**config.mk**
```make
export PLATFORM = sky130hd
export DESIGN_NAME = instr_fetch
export DESIGN_NICKNAME = d
export VERILOG_FILES = /design/src/rtl/instr_fetch.sv
export SDC_FILE = /design/constraint.sdc
export NUM_CORES = 1
export LEC_CHECK = 0
export ABC_AREA = 1
export BUFFER_PORTS_ARGS = -buffer_cell sky130_fd_sc_hd__buf_4
export CAP_MARGIN = 10
export CORE_UTILIZATION = 35
export DETAILED_ROUTE_END_ITERATION = 12
export MAX_ROUTING_LAYER = met4
export PLACE_DENSITY = 0.68
export SYNTH_ARGS = -nofsm -noshare
export SYNTH_HDL_FRONTEND = slang
export SYNTH_SLANG_ARGS = --single-unit
```
**constraint.sdc**
```tcl
create_clock -name clk -period 3 [get_ports clk]
set_input_delay 0 -clock clk [delete_from_list [all_inputs] [get_ports clk]]
set_output_delay 0 -clock clk [all_outputs]
set_load 0.01 [all_outputs]
```
**src/rtl/instr_fetch.sv**
```systemverilog
// Instruction fetch stage: PC register, valid/ready request issue, in-order response
// capture with stale-response dropping, and a 2-entry {pc, instr} queue to the decoder.
module instr_fetch #(
    parameter logic [31:0] RESET_PC = 32'h0000_0000
) (
    input  logic        clk,
    input  logic        rst,
    output logic        imem_req_valid,
    output logic [31:0] imem_req_addr,
    input  logic        imem_req_ready,
    input  logic        imem_rsp_valid,
    input  logic [31:0] imem_rsp_data,
    input  logic        redirect_valid,
    input  logic [31:0] redirect_pc,
    output logic        out_valid,
    output logic [31:0] out_instr,
    output logic [31:0] out_pc,
    input  logic        out_ready
);

    localparam logic [0:0] ST_BOOT = 1'b0;
    localparam logic [0:0] ST_RUN  = 1'b1;

    localparam logic [31:0] ALIGN_MASK = 32'hFFFF_FFFC;

    logic [0:0]  state_q, state_d;
    logic [31:0] pc_q, pc_d;
    logic [1:0]  inflight_q, inflight_d;
    logic [1:0]  drop_q, drop_d;
    logic [1:0]  count_q, count_d;
    logic [31:0] addr0_q, addr0_d, addr1_q, addr1_d;
    logic [31:0] e0_pc_q, e0_pc_d, e0_instr_q, e0_instr_d;
    logic [31:0] e1_pc_q, e1_pc_d, e1_instr_q, e1_instr_d;

    logic        pop;
    logic        hs;
    logic        rsp;
    logic        keep;
    logic [2:0]  occupancy;
    logic [1:0]  addr_slot;
    logic [1:0]  count_after_pop;

    assign out_valid     = (count_q != 2'd0);
    assign out_pc        = e0_pc_q;
    assign out_instr     = e0_instr_q;
    assign imem_req_addr = pc_q;

    assign pop       = out_valid & out_ready;
    assign occupancy = {1'b0, inflight_q} + {1'b0, count_q} - {2'b00, pop};
    // Requests are only issued when the queue is guaranteed room for their response.
    assign imem_req_valid = (state_q == ST_RUN) & ~rst & (occupancy < 3'd2);
    assign hs        = imem_req_valid & imem_req_ready;
    assign rsp       = imem_rsp_valid & (inflight_q != 2'd0);
    assign keep      = rsp & (drop_q == 2'd0) & ~redirect_valid;

    assign addr_slot       = inflight_q - {1'b0, rsp};
    assign count_after_pop = count_q - {1'b0, pop};

    always_comb begin
        state_d    = state_q;
        pc_d       = pc_q;
        inflight_d = inflight_q + {1'b0, hs} - {1'b0, rsp};
        drop_d     = drop_q;
        count_d    = count_q;
        addr0_d    = addr0_q;
        addr1_d    = addr1_q;
        e0_pc_d    = e0_pc_q;
        e0_instr_d = e0_instr_q;
        e1_pc_d    = e1_pc_q;
        e1_instr_d = e1_instr_q;

        case (state_q)
            ST_BOOT: state_d = ST_RUN;
            ST_RUN:  state_d = ST_RUN;
            default: state_d = ST_BOOT;
        endcase

        // Address FIFO tracks every accepted request; head is the oldest outstanding one.
        if (rsp) begin
            addr0_d = addr1_q;
        end else begin
            addr0_d = addr0_q;
        end
        if (hs) begin
            if (addr_slot == 2'd0) begin
                addr0_d = pc_q;
            end else begin
                addr1_d = pc_q;
            end
        end else begin
            addr1_d = addr1_q;
        end

        if (redirect_valid) begin
            pc_d    = redirect_pc & ALIGN_MASK;
            drop_d  = inflight_d;
            count_d = 2'd0;
        end else begin
            if (hs) begin
                pc_d = pc_q + 32'd4;
            end else begin
                pc_d = pc_q;
            end
            if (rsp && (drop_q != 2'd0)) begin
                drop_d = drop_q - 2'd1;
            end else begin
                drop_d = drop_q;
            end
            if (pop) begin
                e0_pc_d    = e1_pc_q;
                e0_instr_d = e1_instr_q;
            end else begin
                e0_pc_d    = e0_pc_q;
                e0_instr_d = e0_instr_q;
            end
            if (keep) begin
                if (count_after_pop == 2'd0) begin
                    e0_pc_d    = addr0_q;
                    e0_instr_d = imem_rsp_data;
                end else begin
                    e1_pc_d    = addr0_q;
                    e1_instr_d = imem_rsp_data;
                end
            end else begin
                e1_pc_d    = e1_pc_q;
                e1_instr_d = e1_instr_q;
            end
            count_d = count_after_pop + {1'b0, keep};
        end
    end

    always_ff @(posedge clk) begin
        if (rst) begin
            state_q    <= ST_BOOT;
            pc_q       <= RESET_PC & ALIGN_MASK;
            inflight_q <= 2'd0;
            drop_q     <= 2'd0;
            count_q    <= 2'd0;
            addr0_q    <= 32'd0;
            addr1_q    <= 32'd0;
            e0_pc_q    <= 32'd0;
            e0_instr_q <= 32'd0;
            e1_pc_q    <= 32'd0;
            e1_instr_q <= 32'd0;
        end else begin
            state_q    <= state_d;
            pc_q       <= pc_d;
            inflight_q <= inflight_d;
            drop_q     <= drop_d;
            count_q    <= count_d;
            addr0_q    <= addr0_d;
            addr1_q    <= addr1_d;
            e0_pc_q    <= e0_pc_d;
            e0_instr_q <= e0_instr_d;
            e1_pc_q    <= e1_pc_d;
            e1_instr_q <= e1_instr_d;
        end
    end

endmodule
```
==> metrics.cfg <==
[critical_path]
end_kind=register
crit_type=reg -> reg
critical_path.max_fanout=4
timing.critical_path.required_ps=3380
rrSetupSlack_ps=220
startpoint=count_q[1]$_SDFF_PP0_
critPathLaunchType=register
rr_endpoint=drop_q[1]$_SDFFE_PP0P_
critPathArrivalTime_ps=3160
worstSetupEndpoint=drop_q[1]$_SDFFE_PP0P_
crit_path_max_incr_delay_ps=500
cp_slowest_cell=fa_1
crit_chain=inv_1, nand2_2, nand2_2, inv_1, nand2_2, o21ai_2, nand2_1, fa_1, nand2_1, nor2_2, nand3_4, ha_1, inv_1, ha_1, xnor2_2, xor2_1, o31ai_1
reg2regPathDepth=17
r2r-start=count_q[1]$_SDFF_PP0_

[synth]
synth_cell_types=32
syn_avg_cell_area_um2=6.83
yosysSeqAreaShare_pct=43.6
synth_seq_cells=227
yosys_warnings=0
netlist_instances=1526
netlist_area_um2=10400

[timing]
fin_skew_ps=17.8
finalCritPeriodShare_pct=92.5
rsz0062_at_grt=false
max_freq_mhz=360
hold_viol=1
period_needed_ps=2780
worst_pin_slew_ps=885
final_max_slew_viol_count=0
fin_ws_ps=224
setup_viol=0
fin_setup_tns_ps=0
hold_slack_ps=-14.6
max_slew_margin_pct=41.0

[global_routing]
grt_max_degree=84
grt_antenna_before_repair=1
grt_first_pass_wirelength_um=53700
grt_pass1_vias=10200
track_usage_pct=22.2
grt_overflow_total=0

[detailed_routing]
drt-pass1-iter-count=6
viasPerCell=5.19
wl_per_cell_um=16.0
drtAntennaViolNets=0
route.vias.total=10900
post-route-drc-count=0
postRouteWirelength_um=33500
drtIter0Drc=1018

[clock_tree]
htree_levels=1
path_clk_slew_ps=60
tritoncts=done
cts_made_buffers=25
clockBufferDepth=3
clock-sinks=227
clk_latency_ps=520
root_buffer=clkbuf_16

[placed_design]
placedCellCount=1989
pre_cts_ws_ps=57.6
io_buffers=163
placed_area_um2=11900
place.gp.congestion=0.923
hpwlAfterDp_um=21300

[floorplanning]
ioPinCount=168
die_area_um2=30500
dieHeight_um=175
initial_utilization_pct=35.9
fp.dieW_um=175
coreArea_um2=29000
placementRows=62

[power_and_ir_drop]
p_leak_nw=5.20
powerDensity_nw_per_um2=591
ir_drop_v=0.000470
power.total_mw=7.90

[status]
violations=hold timing
status=complete, but fails checks

[flow_run]
drv_cap=0

[cells_and_area]
fin_nets=1774
final_util_pct=46.0
syn_to_final_growth_pct=28.1
final_cells=2097
drive_above_1_share_pct=14.5
final_area_um2=13300
fillers=2855

[min_path]
hp-class=in -> reg

cell usage in the layout (no fill, tap or decap), drive strengths merged, types with 3 or more instances in the layout:
cell type    instances
nand4                4
ha                   6
nor3                 5
dfxtp              227
buf                192
o21ai              249
clkinvlp             3
a31oi               24
nand2              359
clkbuf              33
xor2                 7
a21oi              149
nand3              166
clkinv               7
dlygate4sd3         63
inv                 94
nor2               112
worst max-delay path, delay by kind of cell (launching register included):
kind	cells	cell delay, ps
AO/OA/AOI/OAI	2	160
XOR/XNOR	2	370
adder cells (fa/ha/maj)	3	980
buffers and inverters	3	190
flip-flops	1	360
AND/OR/NAND/NOR	7	600
synthesized netlist by cell type:
master,instances,area [um2]
buf_1,2,7.51
dfxtp_1,227,4540
clkinv_1,1,3.75
buf_4,3,22.5
inv_1,93,349
ha_1,6,75.1
buf_2,18,90.1
buf_6,3,33.8
o31ai_1,2,15.0
nand4_1,4,25.0
clkbuf_1,87,327
fa_1,1,20.0
o21ai_1,41,205
a21oi_2,1,8.76
nor3_4,1,16.3
and3_1,1,6.26
o21ai_0,208,1040
conb_1,1,3.75
a21oi_1,148,741
nand2_2,2,12.5
xnor2_1,2,17.5
nand2_4,1,11.3
o21a_1,1,7.51
nand3_2,1,10.0
nor3_1,4,20.0
a31oi_1,24,150
nand2_1,356,1340
xor2_1,7,61.3
nand3_1,165,826
nand3b_1,1,7.51
nor2_1,112,420
inv_2,2,7.51
where the power goes:
part / leakage (nW) / total, mW / internal, mW / switching (mW)
registers: 1.84 / 3.40 / 3.21 / 0.184
clock network: 0.382 / 3.00 / 1.75 / 1.25
logic: 2.98 / 1.50 / 0.559 / 0.936
total: 5.20 / 7.90 / 5.52 / 2.37
cell families after synthesis:
logic type	share of synthesized area, %
simple gates	25.8
compound gates	20.8
flops	43.6
buf+inv	8.07
xor+xnor	0.756
fa+ha+maj	0.912
other cells	0.0360
state kept, by name, indices dropped and copies added (netlist names):
| register | flops |
|---|---|
| out_instr | 32 |
| inflight_q | 2 |
| count_q | 2 |
| out_pc | 32 |
| imem_req_addr | 30 |
| e1_pc_q | 32 |
| addr1_q | 30 |
| addr0_q | 32 |
| e1_instr_q | 32 |
| drop_q | 2 |
| state_q | 1 |
worst min path at each step:
stage                         from                       endpoint  depth (start not counted)
floorplan                      rst                 imem_req_valid                          3
global placement    redirect_pc[9]  imem_req_addr[9]$_SDFFE_PP0P_                          3
detailed placement  redirect_pc[9]  imem_req_addr[9]$_SDFFE_PP0P_                          3
CTS                      out_ready          count_q[0]$_SDFF_PP0_                          5
global route             out_ready          count_q[0]$_SDFF_PP0_                          5
finish                   out_ready          count_q[0]$_SDFF_PP0_                          5
final cells by class:
type / instances / area, um2 / share of cell area, %
repair buffers: 255 / 2090 / 15.6
diodes: 1 / 2.50 / 0.0187
flip-flops and latches: 227 / 4550 / 34.1
clock buffers: 33 / 676 / 5.06
repair inverters: 1 / 7.51 / 0.0562
well taps: 384 / 480 / 3.60
multi-input cells: 1091 / 5080 / 38.0
clock inverters: 9 / 105 / 0.787
inverters: 96 / 365 / 2.74
metal layers:
metal | GRT usage (%) | up-vias | routed length [um]
met2 | 35.4 | 409 | 15400
met3 | 2.47 | 65 | 2190
met5 | - | - | 0
li1 | - | 5398 | -
met4 | 7.36 | 0 | 1050
met1 | 29.2 | 5017 | 14900
timing repair:
item	in CTS	in global routing
cloned	1	0
pin swaps	0	2
hold buffers	63	0
buffers inserted	1	0
hold endpoints to repair	102	0
endpoints found under the setup margin	1	37
gates resized for setup	3	6
Note: power is estimated with default switching activity, not from simulation.
